--- config.mk ---
export PLATFORM = sky130hd
export DESIGN_NAME = sramlike_arbiter
export DESIGN_NICKNAME = d
export VERILOG_FILES = /design/src/rtl/cpu_bus_pkg.sv /design/src/rtl/sramlike_arbiter.sv
export SDC_FILE = /design/constraint.sdc
export NUM_CORES = 1
export LEC_CHECK = 0
export CAP_MARGIN = 20
export CORE_AREA = 2 2 120 122
export CTS_BUF_LIST = sky130_fd_sc_hd__clkbuf_4 sky130_fd_sc_hd__clkbuf_8
export CTS_CLUSTER_SIZE = 20
export DETAILED_ROUTE_END_ITERATION = 7
export DIE_AREA = 0 0 122 124
export PLACE_DENSITY = 0.71
export SLEW_MARGIN = 40
export SYNTH_ARGS = -nofsm -noshare
export SYNTH_HDL_FRONTEND = slang
export SYNTH_SLANG_ARGS = --single-unit
export TNS_END_PERCENT = 20
--- constraint.sdc ---
create_clock -name clk -period 1.48 [get_ports clk]
set_input_delay 0.296 -clock clk [delete_from_list [all_inputs] [get_ports clk]]
set_output_delay 0.296 -clock clk [all_outputs]
set_load 0.02 [all_outputs]
--- src/rtl/cpu_bus_pkg.sv ---
// Shared sram-like bus types and widths for the CPU bus arbiter.
package cpu_bus_pkg;

    localparam int unsigned ADDR_W = 32;
    localparam int unsigned DATA_W = 32;
    localparam int unsigned SIZE_W = 2;

    localparam logic [SIZE_W-1:0] SIZE_WORD = 2'b10;

    typedef enum logic [1:0] {
        IDLE   = 2'd0,
        WAIT_I = 2'd1,
        WAIT_D = 2'd2
    } arb_state_t;

    // Request payload forwarded from the granted master to the slave
    typedef struct packed {
        logic              wr;
        logic [SIZE_W-1:0] size;
        logic [ADDR_W-1:0] addr;
        logic [DATA_W-1:0] wdata;
    } sram_cmd_t;

endpackage

--- src/rtl/sramlike_arbiter.sv ---
// Two-master (inst/data) to one-slave sram-like arbiter: one outstanding
// transaction, data-side priority with an instruction starvation guard.
module sramlike_arbiter
    import cpu_bus_pkg::*;
#(
    parameter int unsigned STARVE_LIMIT = 4
) (
    input  logic              clk,
    input  logic              rst,

    input  logic              inst_req,
    input  logic              inst_wr,
    input  logic [SIZE_W-1:0] inst_size,
    input  logic [ADDR_W-1:0] inst_addr,
    input  logic [DATA_W-1:0] inst_wdata,
    output logic              inst_addr_ok,
    output logic              inst_data_ok,
    output logic [DATA_W-1:0] inst_rdata,

    input  logic              data_req,
    input  logic              data_wr,
    input  logic [SIZE_W-1:0] data_size,
    input  logic [ADDR_W-1:0] data_addr,
    input  logic [DATA_W-1:0] data_wdata,
    output logic              data_addr_ok,
    output logic              data_data_ok,
    output logic [DATA_W-1:0] data_rdata,

    output logic              req,
    output logic              wr,
    output logic [SIZE_W-1:0] size,
    output logic [ADDR_W-1:0] addr,
    output logic [DATA_W-1:0] wdata,
    input  logic              addr_ok,
    input  logic              data_ok,
    input  logic [DATA_W-1:0] rdata
);

    localparam int unsigned CNT_W = $clog2(STARVE_LIMIT + 1);
    localparam logic [CNT_W-1:0] CNT_MAX = CNT_W'(STARVE_LIMIT);

    arb_state_t       state_q, state_d;
    logic [CNT_W-1:0] cnt_q, cnt_d;
    logic             gnt_i, gnt_d;
    sram_cmd_t        cmd;

    // Fixed data priority, yielding once the data side has won STARVE_LIMIT times
    always_comb begin
        gnt_d = data_req && !(inst_req && (cnt_q == CNT_MAX));
        gnt_i = inst_req && !gnt_d;
    end

    // State register and starvation counter
    always_ff @(posedge clk or posedge rst) begin
        if (rst) begin
            state_q <= IDLE;
            cnt_q   <= '0;
        end else begin
            state_q <= state_d;
            cnt_q   <= cnt_d;
        end
    end

    // Next-state, grant muxing and handshake routing; everything quiet in reset
    always_comb begin
        state_d      = state_q;
        cnt_d        = cnt_q;
        req          = 1'b0;
        cmd          = '0;
        inst_addr_ok = 1'b0;
        data_addr_ok = 1'b0;
        inst_data_ok = 1'b0;
        data_data_ok = 1'b0;

        if (!rst) begin
            unique case (state_q)
                IDLE: begin
                    if (gnt_d) begin
                        cmd = {data_wr, data_size, data_addr, data_wdata};
                    end else if (gnt_i) begin
                        cmd = {inst_wr, inst_size, inst_addr, inst_wdata};
                    end
                    req          = gnt_d || gnt_i;
                    inst_addr_ok = addr_ok && gnt_i;
                    data_addr_ok = addr_ok && gnt_d;
                    if (addr_ok && gnt_d) begin
                        state_d = WAIT_D;
                        if (inst_req && (cnt_q != CNT_MAX)) begin
                            cnt_d = cnt_q + CNT_W'(1);
                        end
                    end else if (addr_ok && gnt_i) begin
                        state_d = WAIT_I;
                        cnt_d   = '0;
                    end
                end
                WAIT_I: begin
                    inst_data_ok = data_ok;
                    if (data_ok) begin
                        state_d = IDLE;
                    end
                end
                WAIT_D: begin
                    data_data_ok = data_ok;
                    if (data_ok) begin
                        state_d = IDLE;
                    end
                end
                default: begin
                    state_d = IDLE;
                end
            endcase
        end
    end

    // Slave-side payload and shared read-data fan-out
    assign wr         = cmd.wr;
    assign size       = cmd.size;
    assign addr       = cmd.addr;
    assign wdata      = cmd.wdata;
    assign inst_rdata = rdata;
    assign data_rdata = rdata;

endmodule

==> impl_metrics.toml, run 1 <==
[route]
wl_per_cell_um = 15.7
antenna_left = 0
dr_total_vias = 3543
via_per_inst = 4.68
route.detailed.drc = 0
totalWireLength_um = 11900
dr.pass1.iters = 6
drt_iter0_drc = 101

[clocking]
clk_latency_ns = 0.21
cts_hold_buf = 0
cts_tree = "yes"
cts_num_sinks = 5
numCtsBuffers = 3
cts_root_buf = "clkbuf_8"
clk_pin_slew_worst_paths_ns = 0.03
clk_path_buf_depth = 2
htree_levels = 1

[placement]
gp_congestion = 0.773
numPortBuffers = 211
dpl.hpwl_um = 9250
place_area_sq_mm = 0.00532

[die]
start_util_pct = 18.4
ioPinCount = 308
die_x_um = 122
die_h_um = 124
core_sq_mm = 0.0137
die_area_sq_mm = 0.0151
fp-row-count = 43

[yosys]
yosys.area.top_type_share_pct = 19.9
syn_nets = 601
async_flop_share_pct = 100
ys_top_cells_by_area = "a21o_1, buf_4, nand3_1"
ys_ff_latch = 5
yosysTopAreaCell = "a21o_1"
yosys_warnings = 0
synthCells = 424
syn_area_per_cell_sq_um = 5.96
synth_cell_types = 27
ys_seq_area_share_pct = 4.95
syn_area_sq_mm = 0.00253
synth_edf_count = 0
ys.flop_type = "dfrtp_1"

[timing]
finalWorstSetupSlack_ns = -0.635
final_max_slew_viol_count = 0
setup_viol = 73
relSlewSlack_pct = 78.3
clock_skew_ns = 0.000575
finalCriticalPeriod_ns = 2.12
post-route-period-util_pct = 143
fmax_mhz = 473
hold_viol = 0
tightest_slew_ns = 0.325
rsz0062_at_grt = "yes"
hold_slack_ns = 0.271

[global_routing]
groute.usage.overall_pct = 14.4
grt_pass1_vias = 3681
grt_pass1_wl_um = 17700
grt-ovfl-total = 0
grt_max_degree = 59
antenna_found_initial = 0

[setup_path]
timing.rr.end = "state_q[1]$_DFFE_PP0P_"
worst-path-buf-inv = 3
path_depth = 7
critPathLaunch = "cnt_q[0]$_DFFE_PP0P_"
worstSetupPathType = "reg2out"
cp-endpoint = "addr[20]"
reg2reg_setup_slack_ns = -0.09
reg2reg_from = "cnt_q[0]$_DFFE_PP0P_"
arrival_ns = 1.82
crit_fanout = 18
reg2reg_depth = 7
slowest_stage = "dfrtp_1"
required_ns = 1.18
endpoint_kind = "output pin"
cp_slowest_stage_delay_ns = 0.39
worstPathCellList = "inv_2 > ha_4 > nand3_4 > buf_4 > a21o_1 > a21oi_4 > clkdlybuf4s15_2"
critPathTopFamily = "buffers and inverters"
start_kind = "flop"

[finish]
antenna_cells = 0
drive_gt1_share_pct = 36.2
fillers = 1386
final_nets = 755
final_common_cell = "clkdlybuf4s50_1"
area_growth_pct = 120
final_cell_mix = "clkdlybuf4s50_1, nand2_1, a21o_1, a21oi_4, nand3_1"
final_area_sq_mm = 0.00557

[outcome]
violations = "negative setup slack"
status = "finished, violations left"

[power]
ir_drop_uv = 470
p_sw_uw = 2070
intPower_uw = 2210
powerDensity_mw_per_mm2 = 769
seqPwrFrac_pct = 5.4
clock_power_share_pct = 6.1
comb_power_share_pct = 88.5
p_leak_uw = 0.00209
switching_share_pct = 48.4

[min_path]
min-delay-path-class = "in2async"

[job]
cap_viol_max_count = 0
## per-layer routing
| metal | up-vias | wire length (um) | track usage [%] |
|---|---|---|---|
| met1 | 1649 | 4330 | 15.1 |
| met4 | 0 | 389 | 5.46 |
| li1 | 1700 | - | - |
| met2 | 151 | 6250 | 28.1 |
| met5 | - | 0 | 0 |
| met3 | 43 | 890 | 2.66 |
## through the flow
step / power [uW] / utilization [%] / cells / worst slack [ns] / setup TNS, ns
2_1_floorplan: 2580 / - / 424 / -0.0946 / -6.32
3_3_place_gp: 3730 / 38.8 / 741 / -0.777 / -53.41
3_5_place_dp: 3830 / 38.8 / 741 / -0.786 / -53.67
4_1_cts: 4260 / 40.5 / 753 / -0.712 / -37.20
5_1_grt: 4540 / 40.6 / 757 / -0.699 / -43.30
6_report: 4280 / 40.6 / 757 / -0.635 / -38.65
## flip-flops by register name, summed over array words and instances (netlist names)
name and flops:
cnt_q 3, state_q 2
## synth_stat cells, drive strengths merged, types with 4 or more instances
master  instances
a21oi          68
nand3          70
nor2            4
a21o           67
inv             6
dfrtp           5
nand2          71
clkbuf         26
buf            84
ha              5
## worst min path at each step
stage,endpoint,slack [ns]
5_1_grt,state_q[1]$_DFFE_PP0P_,0.30
2_1_floorplan,cnt_q[0]$_DFFE_PP0P_,0.10
3_5_place_dp,state_q[1]$_DFFE_PP0P_,0.59
3_3_place_gp,cnt_q[1]$_DFFE_PP0P_,0.58
6_report,state_q[1]$_DFFE_PP0P_,0.27
4_1_cts,state_q[1]$_DFFE_PP0P_,0.27
## layout make-up
| class | count | area [sq um] | share of cell area (%) |
|---|---|---|---|
| flip-flops and latches | 5 | 125 | 2.25 |
| multi-input cells | 303 | 2510 | 45.1 |
| clock buffers | 4 | 48.8 | 0.876 |
| repair buffers | 259 | 2630 | 47.3 |
| inverters | 6 | 22.5 | 0.404 |
| well taps | 180 | 225 | 4.04 |
## power groups by stage
stage               registers (uW)  logic (uW)  clock network, uW
floorplan                      229        2350                  0
global placement               223        3510                  0
detailed placement             230        3600                  0
CTS                            231        3760                266
global route                   235        4030                276
finish                         232        3790                262
## worst register-to-register path: cells and delay by family (launching register included)
family,cells,cell delay [ns]
simple gates,2,0.28
flops,1,0.39
fa+ha+maj,1,0.15
buf+inv,3,0.41
compound gates,1,0.23
## cells by family after synthesis
| family | after synthesis | synth area share, % |
|---|---|---|
| multiplexers | 1 | 0.396 |
| buffers and inverters | 116 | 28.8 |
| flip-flops | 5 | 4.95 |
| adder cells (fa/ha/maj) | 5 | 2.47 |
| AO/OA/AOI/OAI | 143 | 35.6 |
| AND/OR/NAND/NOR | 154 | 27.7 |
## timing repair
item / in CTS / in global routing
setup buffers: 6 / 4
endpoints found under the setup margin: 73 / 74
cloned: 2 / 0
resized for setup: 325 / 34
pin swaps: 10 / 23
No activity file was read; power rests on OpenSTA's default activity.
==> run 2: changes to the inputs <==
--- a/config.mk
+++ b/config.mk
@@ -11,7 +11,9 @@
 export CTS_CLUSTER_SIZE = 20
 export DETAILED_ROUTE_END_ITERATION = 7
 export DIE_AREA = 0 0 122 124
+export GPL_ROUTABILITY_DRIVEN = 0
 export PLACE_DENSITY = 0.71
+export SETUP_SLACK_MARGIN = 0.05
 export SLEW_MARGIN = 40
 export SYNTH_ARGS = -nofsm -noshare
 export SYNTH_HDL_FRONTEND = slang
==> run 2 against run 1 <==
The run still ends with negative setup slack left. Total power is 0.17% higher. Sequential share of layout area hardly changed. Cell area rose by 0.16%. Core utilization rose by 0.064 points. Non-clock buffer count unchanged. Critical path type unchanged. Critical endpoint unchanged.
==> impl_metrics.toml, run 2 (same netlist as run 1, synthesis figures left out) <==
[placement]
numPortBuffers = 211
pre_cts_ws_ns = -0.786
dpl.hpwl_um = 9250
place_area_sq_mm = 0.00532

[finish]
fillers = 1387
drive_gt1_share_pct = 36.7
final_common_cell = "clkdlybuf4s50_1"
final_area_sq_mm = 0.00558
antenna_cells = 0
area_growth_pct = 121
reg_top3 = "cnt_q: 3 flops, state_q: 2 flops"
largest-register = "cnt_q"
final_cell_mix = "clkdlybuf4s50_1, nand2_1, a21o_1, a21oi_4, nand3_1"
final_nets = 755
final_core_util_pct = 40.6
largest_register_ffs = 3

[clocking]
numCtsBuffers = 3
htree_levels = 1
cts_tree = "yes"
clk_latency_ns = 0.22
cts_root_buf = "clkbuf_8"
cts_hold_buf = 0
clk_path_buf_depth = 2
clk_pin_slew_worst_paths_ns = 0.03
cts_num_sinks = 5

[outcome]
violations = "negative setup slack"
status = "finished, violations left"

[setup_path]
reg2reg_depth = 7
reg2reg_setup_slack_ns = -0.09
required_ns = 1.18
arrival_ns = 1.81
endpoint_kind = "output pin"
start_kind = "flop"
worstSetupPathType = "reg2out"
reg2reg_from = "cnt_q[0]$_DFFE_PP0P_"
crit_fanout = 18
timing.rr.end = "state_q[1]$_DFFE_PP0P_"

[route]
route.detailed.drc = 0
dr.pass1.iters = 6
antenna_left = 0
dr_total_vias = 3559
wl_per_cell_um = 15.7
totalWireLength_um = 11900
via_per_inst = 4.70
drt_iter0_drc = 119

[power]
p_sw_uw = 2070
powerDensity_mw_per_mm2 = 769
comb_power_share_pct = 88.5
power_uw = 4290
switching_share_pct = 48.3
clock_power_share_pct = 6.1
intPower_uw = 2210
p_leak_uw = 0.00209
seqPwrFrac_pct = 5.4
ir_drop_uv = 470

[global_routing]
grt_max_degree = 59
grt_pass1_wl_um = 17700
grt-ovfl-total = 0
antenna_found_initial = 0
groute.usage.overall_pct = 14.4
grt_pass1_vias = 3681

[die]
fp-row-count = 43
die_h_um = 124
ioPinCount = 308
die_x_um = 122
start_util_pct = 18.4
core_sq_mm = 0.0137
die_area_sq_mm = 0.0151

[min_path]
min-delay-path-class = "in2async"

[timing]
fmax_mhz = 474
tightest_slew_ns = 0.328
relSlewSlack_pct = 78.1
post-route-period-util_pct = 143
setup_viol = 73
hold_viol = 0
finalCriticalPeriod_ns = 2.11
rsz0062_at_grt = "yes"
finalWorstSetupSlack_ns = -0.631
final_max_slew_viol_count = 0
clock_skew_ns = 0.000567

[job]
cap_viol_max_count = 0
## run 2: cell counts in the layout (fill, tap and decap cells not counted)
No cell type changed its count.
## run 2: stage by stage
step	TNS (ns)	hold WS, ns	cells
after global routing	-43.30	0.299	757
final	-38.37	0.273	757
after CTS	-37.20	0.272	753
after detailed placement	-53.67	0.588	741
after floorplan	-6.32	0.100	424
after global placement	-53.41	0.580	741
## run 2: area by class of cell
cell class                      instances  area (sq um)  area share (%)
Multi-Input combinational cell        303          2520            45.2
Clock buffer                            4          48.8           0.875
Timing Repair Buffer                  259          2630            47.2
Tap cell                              180           225            4.04
Inverter                                6          22.5           0.404
Sequential cell                         5           125            2.24
## run 2: repair_timing
item	4_1_cts	5_1_grt
pin swaps	10	23
endpoints found under the setup margin	74	77
buffers inserted	6	4
gates cloned	2	0
endpoints found under the hold margin	0	0
resized for setup	325	37
## run 2: critical path, stage by stage, from the launching register on
cell and delay (ns):
dfrtp_1 0.38, inv_2 0.10, ha_4 0.15, nand3_4 0.11, buf_4 0.22, a21o_1 0.22, a21oi_4 0.14, clkdlybuf4s15_2 0.28
## run 2: worst max path at each step
| stage | startpoint | endpoint | cells past startpoint |
|---|---|---|---|
| 2_1_floorplan | cnt_q[0]$_DFFE_PP0P_ | addr[7] | 7 |
| 3_3_place_gp | rst | wdata[10] | 6 |
| 3_5_place_dp | rst | wdata[10] | 6 |
| 4_1_cts | cnt_q[0]$_DFFE_PP0P_ | addr[4] | 7 |
| 5_1_grt | cnt_q[0]$_DFFE_PP0P_ | addr[14] | 7 |
| 6_report | cnt_q[0]$_DFFE_PP0P_ | addr[20] | 7 |
## run 2: power groups by stage
stage / combinational (uW) / sequential, uW / clock [uW]
detailed placement: 3600 / 230 / 0
CTS: 3760 / 231 / 266
global route: 4040 / 235 / 276
finish: 3790 / 231 / 262
floorplan: 2350 / 229 / 0
global placement: 3510 / 223 / 0
## run 2: routing by layer
metal | share of wire, % | track usage, % | wire length (um) | up-vias
li1 | - | - | - | 1701
met1 | 36 | 15.1 | 4300 | 1666
met2 | 53 | 28.1 | 6290 | 149
met3 | 7.4 | 2.66 | 882 | 43
met4 | 3.3 | 5.46 | 389 | 0
met5 | 0 | 0 | 0 | -
